`config.mk`:
```
export PLATFORM = sky130hd
export DESIGN_NAME = dummy_schmittbuf_1
export DESIGN_NICKNAME = d
export VERILOG_FILES = /design/src/rtl/dummy_schmittbuf_1_pkg.sv /design/src/rtl/dummy_schmittbuf_1_sync.sv /design/src/rtl/dummy_schmittbuf_1.sv
export SDC_FILE = /design/constraint.sdc
export NUM_CORES = 1
export LEC_CHECK = 0
export CAP_MARGIN = 30
export CORE_AREA = 2 2 39 41
export CTS_CLUSTER_DIAMETER = 80
export DETAILED_ROUTE_END_ITERATION = 6
export DIE_AREA = 0 0 41 43
export HOLD_SLACK_MARGIN = 0.03
export PLACE_DENSITY = 0.6
export SYNTH_ARGS = -nofsm -noshare
export SYNTH_HDL_FRONTEND = slang
export SYNTH_SLANG_ARGS = --single-unit
export TNS_END_PERCENT = 5
```
`constraint.sdc`:
```
create_clock -name clock -period 2.9 [get_ports clock]
set_clock_uncertainty 0.1 [all_clocks]
set_input_delay 0.87 -clock clock [delete_from_list [all_inputs] [get_ports clock]]
set_output_delay 0.87 -clock clock [all_outputs]
set_load 0.05 [all_outputs]
```
`src/rtl/dummy_schmittbuf_1_pkg.sv`:
```
// schmitt_pkg: shared defaults and parameter checks for the Schmitt buffer
package schmitt_pkg;
  localparam int SYNC_STAGES_DEF = 2;
  localparam int RISE_CYCLES_DEF = 4;
  localparam int FALL_CYCLES_DEF = 4;
  function automatic bit cnt_w_ok(input int cnt_w, input int rise, input int fall);
    int m;
    m = (rise > fall) ? rise : fall;
    return cnt_w >= $clog2(m + 1);
  endfunction
endpackage

```
`src/rtl/dummy_schmittbuf_1_sync.sv`:
```
// schmitt_sync: STAGES-flop input synchroniser, async active-low reset to 0
module schmitt_sync #(
  parameter int STAGES = 2
) (
  input  logic clock,
  input  logic resetn,
  input  logic d_i,
  output logic q_o
);
  logic [STAGES-1:0] sync_q;
  if (STAGES == 1) begin : g_one
    always_ff @(posedge clock or negedge resetn)
      if (!resetn) sync_q <= '0;
      else sync_q <= d_i;
  end else begin : g_many
    always_ff @(posedge clock or negedge resetn)
      if (!resetn) sync_q <= '0;
      else sync_q <= {sync_q[STAGES-2:0], d_i};
  end
  assign q_o = sync_q[STAGES-1];
endmodule

```
`src/rtl/dummy_schmittbuf_1.sv`:
```
// dummy_schmittbuf_1: clocked Schmitt-trigger buffer with hysteresis counter and glitch rejection
import schmitt_pkg::*;
module dummy_schmittbuf_1 #(
  parameter int SYNC_STAGES = SYNC_STAGES_DEF,
  parameter int RISE_CYCLES = RISE_CYCLES_DEF,
  parameter int FALL_CYCLES = FALL_CYCLES_DEF,
  parameter int CNT_W       = 8
) (
`ifdef USE_POWER_PINS
  inout  wire  VPWR,
  inout  wire  VGND,
  inout  wire  VPB,
  inout  wire  VNB,
`endif
  input  logic clock,
  input  logic resetn,
  input  logic A,
  output logic X
);
  if (SYNC_STAGES < 1 || SYNC_STAGES > 4) begin : g_bad_sync
    $error("SYNC_STAGES must be 1..4");
  end
  if (RISE_CYCLES < 1 || FALL_CYCLES < 1) begin : g_bad_th
    $error("RISE_CYCLES and FALL_CYCLES must be at least 1");
  end
  if (!cnt_w_ok(CNT_W, RISE_CYCLES, FALL_CYCLES)) begin : g_bad_cnt_w
    $error("CNT_W too narrow for the hysteresis thresholds");
  end
  localparam logic [CNT_W-1:0] RISE_LAST = CNT_W'(RISE_CYCLES - 1);
  localparam logic [CNT_W-1:0] FALL_LAST = CNT_W'(FALL_CYCLES - 1);
  logic             a_s;
  logic             hit;
  logic             x_q, x_d;
  logic [CNT_W-1:0] cnt_q, cnt_d;
  schmitt_sync #(.STAGES(SYNC_STAGES)) u_sync (
    .clock (clock),
    .resetn(resetn),
    .d_i   (A),
    .q_o   (a_s)
  );
  // cnt counts consecutive samples disagreeing with x_q; flip on the TH-th one
  always_comb begin
    hit   = (a_s != x_q) && (cnt_q == (x_q ? FALL_LAST : RISE_LAST));
    cnt_d = (a_s == x_q || hit) ? '0 : cnt_q + 1'b1;
    x_d   = hit ? a_s : x_q;
  end
  always_ff @(posedge clock or negedge resetn)
    if (!resetn) begin
      cnt_q <= '0;
      x_q   <= 1'b0;
    end else begin
      cnt_q <= cnt_d;
      x_q   <= x_d;
    end
`ifdef USE_POWER_PINS
  assign X = (VPWR == 1'b1 && VGND == 1'b0) ? x_q : 1'b0;
`else
  assign X = x_q;
`endif
endmodule

```
==> results of run 1 <==
==> registers in the layout (all words and copies together) (netlist names) <==
| register | count |
|---|---|
| X | 1 |
| cnt_q | 8 |
| u_sync.sync_q | 2 |
==> metal layers <==
layer  part of all wire  global-route usage  vias to the layer above
li1                   -                   -                      174
met1               0.43               0.168                      167
met2               0.53               0.188                        4
met3              0.025              0.0314                        2
met4              0.017               0.100                        0
met5                  0                   0                        -
==> report_power, final <==
part | internal, mW | switching, mW | total (mW)
Combinational | 0.0425 | 0.0679 | 0.110
Clock | 0.0533 | 0.0505 | 0.104
Sequential | 0.173 | 0.0209 | 0.194
==> worst max-delay path by stage <==
stage	slack (ns)	endpoint
2_1_floorplan	1.23	X
4_1_cts	0.42	X
5_1_grt	0.40	X
3_5_place_dp	0.72	X
6_report	0.44	X
3_3_place_gp	0.74	X
==> Yosys cell counts, drive strengths merged <==
library cell	count
dfrtp	11
ha	1
xor2	3
nand2b	2
o21ai	3
nand2	2
o31ai	1
or3	3
o21bai	1
mux2	1
inv	1
nor3	1
a21oi	4
nor2	4
or4	1
nand4	1
xnor2	1
nand3	4
==> area by class of cell <==
| cell class | instances | share of cell area |
|---|---|---|
| flip-flops and latches | 11 | 0.482 |
| inverters | 1 | 0.00658 |
| well taps | 16 | 0.0351 |
| multi-input cells | 33 | 0.377 |
| clock buffers | 4 | 0.0461 |
| repair buffers | 3 | 0.0526 |
==> cells by family (layout without fill, tap and decap cells) <==
logic type | after synthesis | in the layout
adders and majority gates | 1 | 1
xor gates and xnor gates | 4 | 4
AOI/OAI and AO/OA | 9 | 9
and+or+nand+nor | 18 | 18
DFF | 11 | 11
buffers and inverters | 1 | 8
muxes | 1 | 1
==> summary.md, run 1 <==
| Metric | Value |
|---|---|
| Run status | `finished clean` |
| Combinational family with the most area after synthesis | `simple AND/OR/NAND/NOR gates` |
| # diodes | `0` |
| Adder-Cell Fraction of Synth Area | `0.0253` |
| Routed vias/inst | `5.10` |
| Std-Cell Rows | `14` |
| Final worst-path cycle share | `0.848` |
| H-tree Lvls | `1` |
| Crit-path max cell delay | `0.82 ns` |
| Number of global-route vias before repair | `371` |
| CP cell instances | `clkdlybuf4s50_1` |
| Clock Path Buffers | `2` |
| Die width | `41 um` |
| Crit path max-delay family | `buffers and inverters` |
| Largest net degree at the start of global routing | `12` |
| First-pass GRT wire length | `1.52 mm` |
| Clk root buf | `clkbuf_4` |
| P&R area growth vs syn | `15.4%` |
| Placed instance count | `64` |
| Arrival @ worst endpoint | `1.49 ns` |
| Slew at the pin closest to its max-slew limit | `0.486 ns` |
| DP Wirelength | `626 um` |
| Reg clk slew, reported paths | `0.06 ns` |
| Warnings, synthesis | `0` |
| Post-synthesis compound-gate area fraction | `0.111` |
| Pre-CTS setup slack | `0.723 ns` |
| Layout Utilization | `0.412` |
| Mux share of post-synthesis cell area | `0.0228` |
| Hold path depth | `0` |
| GRT Total Usage | `0.133` |
| Hold Path End | `u_sync.sync_q[1]` |
| Worst-skew pair later-pin latency | `0.27 ns` |
| Worst setup path start | `X` |
| Max-capacitance violation count | `0` |
| Hold buffers post-CTS | `0` |
| Synth Net Count | `49` |
| WL/cell | `11.8 um` |
| Critical R2R Launch | `cnt_q[3]` |
| Port bufs | `3` |
| WP data required | `1.93 ns` |
| Cells after Synth | `45` |
| Register Area | `275 sq um` |
| Worst-path cell with the longest stage delay | `clkdlybuf4s50_1` |
| Commonest non-fill, non-tap cell in the layout | `dfrtp_1` |
| Total Power | `0.408 mW` |
| Total congestion overflow | `0` |
| Critical path capture point type | `primary output` |
| Largest fanout on the critical path | `4` |
| # DRC | `0` |
| Dpl cell area | `544 sq um` |
| Post-Syn Area | `494 sq um` |
| Core area | `0.00138 sq mm` |
| Pwr dens | `715 mW/mm^2` |
| Worst setup SP type | `register` |
| ANT nets after route | `0` |
| Filler Cell Count | `144` |
| Max-Slew Margin vs Limit | `0.675` |
| Share of cells above drive strength 1 | `0.115` |
| Vias | `347` |
| RSZ-0062 raised after global routing | `no` |
| Most frequent cells in the layout | `dfrtp_1, nand3_1, a21oi_1, nor2_1` |
| Pre-antenna DRT Iters | `3` |
| Routed WL | `804 um` |
| RR Endpoint | `X` |
| Top cells by area, synth | `dfrtp_1, xor2_1, a21oi_1, nand3_1, or3_1` |
| Hold Violations, Final | `0` |
| Die Area | `0.00176 sq mm` |
| XOR/XNOR share of the synthesized area | `0.0709` |
| GP Congestion | `0.728` |
| Worst path bufs/invs | `1` |
| Setup Total Neg Slack | `0 ns` |
| # IOs | `4` |
| Postcts setup bufs | `0` |
| Final nets | `57` |
| CTS tree | `yes` |
| CTS Buf Count | `3` |
| Crit path depth | `1` |
| Worst vdd ir | `0.390 mV` |
| Flops & latches, synth | `11` |
| Finished Cell Area | `571 sq um` |
| Hold path startpoint | `u_sync.sync_q[0]` |
| Post-layout min period | `2.46 ns` |
| Setup slack after layout | `0.442 ns` |
| R2R Setup Slk | `1.16 ns` |
| Crit Path Category | `reg2out` |
| Synth unique cells | `18` |
| Fmax | `0.407 GHz` |
| Clock Sinks | `11` |
| Reg2Reg Depth | `3` |
| Synth Area in Simple Gates | `0.205` |
| Syn avg cell area | `11.0 sq um` |
| Finished Layout Cells | `68` |
| Worst Hold Class | `reg2reg` |
| Antenna violations before repair | `0` |
| Synth top area share | `0.557` |
| Max-slew violations | `0` |
| Leak Pwr | `0.248 nW` |
| Leading area contributor after synthesis | `dfrtp_1` |
| Initial Util | `0.357` |
| Final hold slack | `0.252 ns` |
| Initial DRC count | `1` |
| Endpoints failing setup | `0` |
| Die Y | `43 um` |
| Footprint of the multi-input gates | `215 sq um` |
| PostCTS Resize Cnt | `0` |
| Post-synthesis sequential area ratio | `0.557` |
Note: power is estimated with default switching activity, not from simulation.
==> run 2: changes to the inputs <==
--- a/config.mk
+++ b/config.mk
@@ -11,7 +11,7 @@
 export DETAILED_ROUTE_END_ITERATION = 6
 export DIE_AREA = 0 0 41 43
 export HOLD_SLACK_MARGIN = 0.03
-export PLACE_DENSITY = 0.6
+export PLACE_DENSITY = 0.62
 export SYNTH_ARGS = -nofsm -noshare
 export SYNTH_HDL_FRONTEND = slang
 export SYNTH_SLANG_ARGS = --single-unit
==> constraint.sdc (replaced) <==
create_clock -name clock -period 2 [get_ports clock]
set_clock_uncertainty 0.1 [all_clocks]
set_input_delay 0.6 -clock clock [delete_from_list [all_inputs] [get_ports clock]]
set_output_delay 0.6 -clock clock [all_outputs]
set_load 0.05 [all_outputs]
==> summary.md, run 2 (synthesis gave the netlist of run 1 again) <==
| Metric | Value |
|---|---|
| Hold path depth | `0 (unchanged)` |
| Routed WL | `819 um (+1.9%)` |
| Net Switching | `0.210 mW (+51%)` |
| Layout Utilization | `0.420 (+0.00723)` |
| Hold path startpoint | `u_sync.sync_q[0]` |
| Worst setup SP type | `register` |
| Largest fanout on the critical path | `5 (+1)` |
| Total Power | `0.621 mW (+52%)` |
| Largest net degree at the start of global routing | `12 (unchanged)` |
| H-tree Lvls | `1 (unchanged)` |
| Pre-antenna DRT Iters | `4 (+1)` |
| Fmax | `0.578 GHz` |
| # IOs | `4 (unchanged)` |
| Final hold slack | `0.248 ns (-0.00366 ns)` |
| Slew at the pin closest to its max-slew limit | `0.477 ns (-0.00899 ns)` |
| Antenna violations before repair | `0 (unchanged)` |
| Port bufs | `3 (unchanged)` |
| Critical R2R Launch | `cnt_q[3]` |
| Final worst-path cycle share | `0.866` |
| Reg clk slew, reported paths | `0.06 ns (about the same)` |
| Hold buffers post-CTS | `0 (unchanged)` |
| Seq pwr share | `0.467 (-0.008)` |
| WL/cell | `12.0 um (+1.9%)` |
| Placed instance count | `64 (unchanged)` |
| Final nets | `57 (unchanged)` |
| Most frequent cells in the layout | `dfrtp_1, nand3_1, a21oi_1, nor2_1` |
| Max-capacitance violation count | `0 (unchanged)` |
| Post-layout min period | `1.73 ns` |
| Routed vias/inst | `5.26 (+3.2%)` |
| Finished Cell Area | `581 sq um (+1.8%)` |
| GP Congestion | `0.707 (-2.9%)` |
| Most flop-heavy register | `cnt_q` |
| Worst-skew pair later-pin latency | `0.27 ns (about the same)` |
| Hold Violations, Final | `0 (unchanged)` |
| Number of global-route vias before repair | `364 (-1.9%)` |
| Worst vdd ir | `0.348 mV (-11%)` |
| Die Area | `0.00176 sq mm (unchanged)` |
| # diodes | `0 (unchanged)` |
| Crit Path Category | `reg2reg` |
| RSZ-0062 raised after global routing | `no` |
| Clk pwr share | `0.237 (-0.017)` |
| Reg2Reg Depth | `3 (unchanged)` |
| Share of cells above drive strength 1 | `0.135 (+0.0192)` |
| Die Y | `43 um (unchanged)` |
| Postcts setup bufs | `0 (unchanged)` |
| GRT Total Usage | `0.142 (+0.00849)` |
| Switch share | `0.338 (-0.00311)` |
| R2R Setup Slk | `0.27 ns (-0.89 ns)` |
| Hold Path End | `u_sync.sync_q[1]` |
| Setup slack after layout | `0.269 ns (-0.173 ns)` |
| # DRC | `0 (unchanged)` |
| Commonest non-fill, non-tap cell in the layout | `dfrtp_1` |
| Leak Pwr | `0.254 nW (+2.2%)` |
| Dpl cell area | `554 sq um (+1.8%)` |
| Clock Sinks | `11 (unchanged)` |
| Finished Layout Cells | `68 (unchanged)` |
| Core area | `0.00138 sq mm (unchanged)` |
| Comb power frac | `0.297 (+0.026)` |
| Vias | `358 (+3.2%)` |
| Internal | `0.411 mW (+53%)` |
| CTS tree | `yes` |
| First-pass GRT wire length | `1.59 mm (+4.1%)` |
| Max FFs per register | `8 (unchanged)` |
| Pwr dens | `1070 mW/mm^2 (+50%)` |
| Max-Slew Margin vs Limit | `0.681 (+0.00601)` |
| Endpoints failing setup | `0 (unchanged)` |
| Arrival @ worst endpoint | `1.78 ns (+0.29 ns)` |
| Die width | `41 um (unchanged)` |
| CTS Buf Count | `3 (unchanged)` |
| PostCTS Resize Cnt | `0 (unchanged)` |
| Worst Hold Class | `reg2reg` |
| Clk root buf | `clkbuf_4` |
| Initial Util | `0.357 (unchanged)` |
| Max-slew violations | `0 (unchanged)` |
| Initial DRC count | `5 (+4)` |
| Total congestion overflow | `0 (unchanged)` |
| Clock Path Buffers | `2 (unchanged)` |
| ANT nets after route | `0 (unchanged)` |
| Pre-CTS setup slack | `0.276 ns (-0.448 ns)` |
| RR Endpoint | `X` |
| P&R area growth vs syn | `17.5%` |
| DP Wirelength | `639 um (+2.1%)` |
| Critical path capture point type | `register` |
| Std-Cell Rows | `14 (unchanged)` |
| WP data required | `2.05 ns (+0.12 ns)` |
| Setup Total Neg Slack | `0 ns (unchanged)` |
| Run status | `finished clean` |
## run 2: cell types whose count changed in the layout (fill, tap and decap cells not counted)
cell,change
buf_12,+1
clkdlybuf4s50_1,-1
## run 2: cell type report
type	count	area (sq um)
Inverter	1	3.75
Clock buffer	4	26.3
Multi-Input combinational cell	33	215
Timing Repair Buffer	3	40.0
Tap cell	16	20.0
Fill cell	135	803
Sequential cell	11	275
## run 2: worst max-delay path, cell delays in order, from the launching register on
cell and delay [ns]:
dfrtp_1 0.42, or4_4 0.57, nor3_2 0.17, mux2_1 0.35
## run 2: how the worst max path moves through the flow
stage              from       end  slack [ns]
2_1_floorplan  cnt_q[3]         X        0.33
3_3_place_gp   cnt_q[3]         X        0.32
3_5_place_dp   cnt_q[3]         X        0.28
4_1_cts        cnt_q[3]         X        0.25
5_1_grt        cnt_q[3]  cnt_q[5]        0.20
6_report       cnt_q[3]         X        0.27
## run 2: power groups by stage
stage	Sequential [mW]	Clock, mW	Combinational (mW)
finish	0.290	0.147	0.184
global route	0.297	0.168	0.201
CTS	0.291	0.152	0.188
detailed placement	0.296	0	0.187
global placement	0.292	0	0.185
floorplan	0.318	0	0.0796
## run 2: routing by layer
layer / up-vias / wire [um] / part of all wire / track usage
li1: 173 / - / - / -
met1: 174 / 340 / 0.42 / 0.155
met2: 7 / 435 / 0.53 / 0.206
met3: 4 / 16 / 0.020 / 0.0471
met4: 0 / 27 / 0.033 / 0.120
met5: - / 0 / 0 / 0
==> run 3: changes to the inputs <==
--- a/config.mk
+++ b/config.mk
@@ -5,14 +5,15 @@
 export SDC_FILE = /design/constraint.sdc
 export NUM_CORES = 1
 export LEC_CHECK = 0
-export CAP_MARGIN = 30
+export CAP_MARGIN = 20
 export CORE_AREA = 2 2 39 41
 export CTS_CLUSTER_DIAMETER = 80
 export DETAILED_ROUTE_END_ITERATION = 6
 export DIE_AREA = 0 0 41 43
 export HOLD_SLACK_MARGIN = 0.03
-export PLACE_DENSITY = 0.62
+export PLACE_DENSITY = 0.61
 export SYNTH_ARGS = -nofsm -noshare
 export SYNTH_HDL_FRONTEND = slang
+export SYNTH_HIERARCHICAL = 1
 export SYNTH_SLANG_ARGS = --single-unit
 export TNS_END_PERCENT = 5
==> summary.md, run 3 <==
| Metric | Value |
|---|---|
| CP cell instances | `buf_4` |
| ANT nets after route | `0 (unchanged)` |
| Routed WL | `844 um (+3.1%)` |
| Finished Layout Cells | `66 (-2.9%)` |
| Worst path bufs/invs | `1 (+1)` |
| Core area | `0.00138 sq mm (unchanged)` |
| Crit path depth | `1 (-2)` |
| Run status | `finished clean` |
| Worst vdd ir | `0.465 mV (+34%)` |
| Ys async rst share | `1.00 (unchanged)` |
| Dpl cell area | `527 sq um (-5.0%)` |
| Clk root buf | `clkbuf_4` |
| Leading area contributor after synthesis | `dfrtp_1` |
| Worst setup SP type | `register` |
| CTS Buf Count | `3 (unchanged)` |
| RSZ-0062 raised after global routing | `no` |
| Worst-path cell with the longest stage delay | `dfrtp_1` |
| GP Congestion | `0.753 (+6.5%)` |
| Flops & latches, synth | `11 (unchanged)` |
| First-pass GRT wire length | `1.36 mm (-14%)` |
| Die Area | `0.00176 sq mm (unchanged)` |
| Total congestion overflow | `0 (unchanged)` |
| Cells after Synth | `43 (-4.4%)` |
| Critical path capture point type | `primary output` |
| Top FF cell, synth | `dfrtp_1` |
| Max-slew violations | `0 (unchanged)` |
| Initial Util | `0.346 (-0.0108)` |
| P&R area growth vs syn | `15.7%` |
| Port bufs | `3 (unchanged)` |
| Crit path max-delay family | `flip-flops` |
| Post-synthesis sequential area ratio | `0.574 (+0.0175)` |
| H-tree Lvls | `1 (unchanged)` |
| Pwr dens | `1140 mW/mm^2 (+6.2%)` |
| Antenna violations before repair | `0 (unchanged)` |
| Clock Sinks | `11 (unchanged)` |
| Warnings, synthesis | `6 (+6)` |
| Most flop-heavy register | `cnt_q` |
| Fmax | `0.636 GHz (+10%)` |
| Reg clk slew, reported paths | `0.07 ns (about the same)` |
| Pre-CTS setup slack | `0.555 ns (+0.280 ns)` |
| Syn avg cell area | `11.1 sq um (+1.5%)` |
| Clock Path Buffers | `2 (unchanged)` |
| Largest fanout on the critical path | `3 (-2)` |
| Hold buffers post-CTS | `0 (unchanged)` |
| Setup Total Neg Slack | `0 ns (unchanged)` |
| Commonest cells post-synth | `dfrtp_1, nor2_1, nand3_1` |
| Post-layout min period | `1.57 ns (-0.159 ns)` |
| Endpoints failing setup | `0 (unchanged)` |
| Largest net degree at the start of global routing | `12 (unchanged)` |
| Slew at the pin closest to its max-slew limit | `0.520 ns (+0.0428 ns)` |
| Share of cells above drive strength 1 | `0.200 (+0.0654)` |
| Placed instance count | `62 (-3.1%)` |
| # diodes | `0 (unchanged)` |
| Synth unique cells | `16 (-2)` |
| Worst-skew pair later-pin latency | `0.27 ns (about the same)` |
| DP Wirelength | `590 um (-7.7%)` |
| Most frequent cells in the layout | `dfrtp_1, nor2_1, nand3_1` |
| Post-Syn Area | `479 sq um (-3.0%)` |
| Worst setup path start | `X` |
| Vias | `338 (-5.6%)` |
| Routed vias/inst | `5.12 (-2.7%)` |
| Most common cell in the synthesized netlist | `dfrtp_1` |
| Std-Cell Rows | `14 (unchanged)` |
| Total Power | `0.630 mW (+1.4%)` |
| Synth Net Count | `47 (-4.1%)` |
| CTS tree | `yes` |
| Setup slack after layout | `0.427 ns (+0.159 ns)` |
| Max-Slew Margin vs Limit | `0.652 (-0.0286)` |
| Critical R2R Launch | `cnt_q[0]` |
| Synth top area share | `0.574 (+0.0175)` |
| Commonest non-fill, non-tap cell in the layout | `dfrtp_1` |
| Worst Hold Class | `reg2reg` |
| Crit Path Category | `reg2out` |
| Initial DRC count | `4 (-1)` |
| Pre-antenna DRT Iters | `4 (unchanged)` |
| # IOs | `4 (unchanged)` |
| Die Y | `43 um (unchanged)` |
| Finished Cell Area | `554 sq um (-4.5%)` |
| Final worst-path cycle share | `0.786 (-0.0794)` |
| Die width | `41 um (unchanged)` |
| WP data required | `1.30 ns (-0.75 ns)` |
| Hold path depth | `0 (unchanged)` |
| Postcts setup bufs | `0 (unchanged)` |
| Arrival @ worst endpoint | `0.87 ns (-0.91 ns)` |
| Final nets | `55 (-3.5%)` |
| Leak Pwr | `0.238 nW (-6.1%)` |
| Max-capacitance violation count | `0 (unchanged)` |
| GRT Total Usage | `0.124 (-0.0171)` |
| Max FFs per register | `8 (unchanged)` |
| Crit-path max cell delay | `0.41 ns (-0.16 ns)` |
| Top cells by area, synth | `dfrtp_1, nand3_1, nor2_1, or3_1, xnor2_1` |
| Number of global-route vias before repair | `282 (-23%)` |
| # DRC | `0 (unchanged)` |
| PostCTS Resize Cnt | `0 (unchanged)` |
| WL/cell | `12.8 um (+6.2%)` |
| Hold Violations, Final | `0 (unchanged)` |
| Hold path startpoint | `u_sync/sync_q[0]` |
| Reg2Reg Depth | `4 (+1)` |
| Number of flops mapped to enable cells by yosys | `0 (unchanged)` |
[run 3: final cells by class]
| class | count | area, sq um |
|---|---|---|
| fillers | 143 | 830 |
| flip-flops and latches | 11 | 275 |
| clock inverters | 1 | 5.00 |
| multi-input cells | 30 | 196 |
| repair buffers | 3 | 27.5 |
| well taps | 16 | 20.0 |
| inverters | 2 | 7.51 |
| clock buffers | 3 | 22.5 |
[run 3: worst paths after layout]
path / slack [ns] / to
worst max-delay path: 0.43 / X
worst min-delay path: 0.26 / u_sync/sync_q[1]
worst max register to register: 0.51 / cnt_q[6]
worst min register to register: 0.26 / u_sync/sync_q[1]
max in group asynchronous: 0.88 / cnt_q[6]
min in group asynchronous: 0.57 / cnt_q[5]
[run 3: power by group]
part	internal [mW]	switching [mW]
registers	0.257	0.0422
logic	0.0707	0.109
clock network	0.0740	0.0772
[run 3: cell families after synthesis]
group / Yosys count / synth area share
DFF: 11 / 0.574
xor gates and xnor gates: 4 / 0.0731
AOI/OAI and AO/OA: 7 / 0.0888
adders and majority gates: 1 / 0.0261
muxes: 1 / 0.0235
buffers and inverters: 2 / 0.0157
and+or+nand+nor: 17 / 0.198
[run 3: routing by layer]
| layer | vias up | share of wire | wire, um | global-route usage |
|---|---|---|---|---|
| met5 | - | 0 | 0 | 0 |
| met4 | 0 | 0.020 | 17 | 0.0600 |
| met1 | 161 | 0.45 | 380 | 0.176 |
| li1 | 165 | - | - | - |
| met2 | 8 | 0.48 | 401 | 0.144 |
| met3 | 4 | 0.053 | 45 | 0.0785 |
[run 3: through the flow]
stage | hold WS (ns) | utilization
finish | 0.262 | 0.401
floorplan | 0.204 | -
global placement | 0.233 | 0.381
global route | 0.281 | 0.401
detailed placement | 0.237 | 0.381
CTS | 0.258 | 0.401
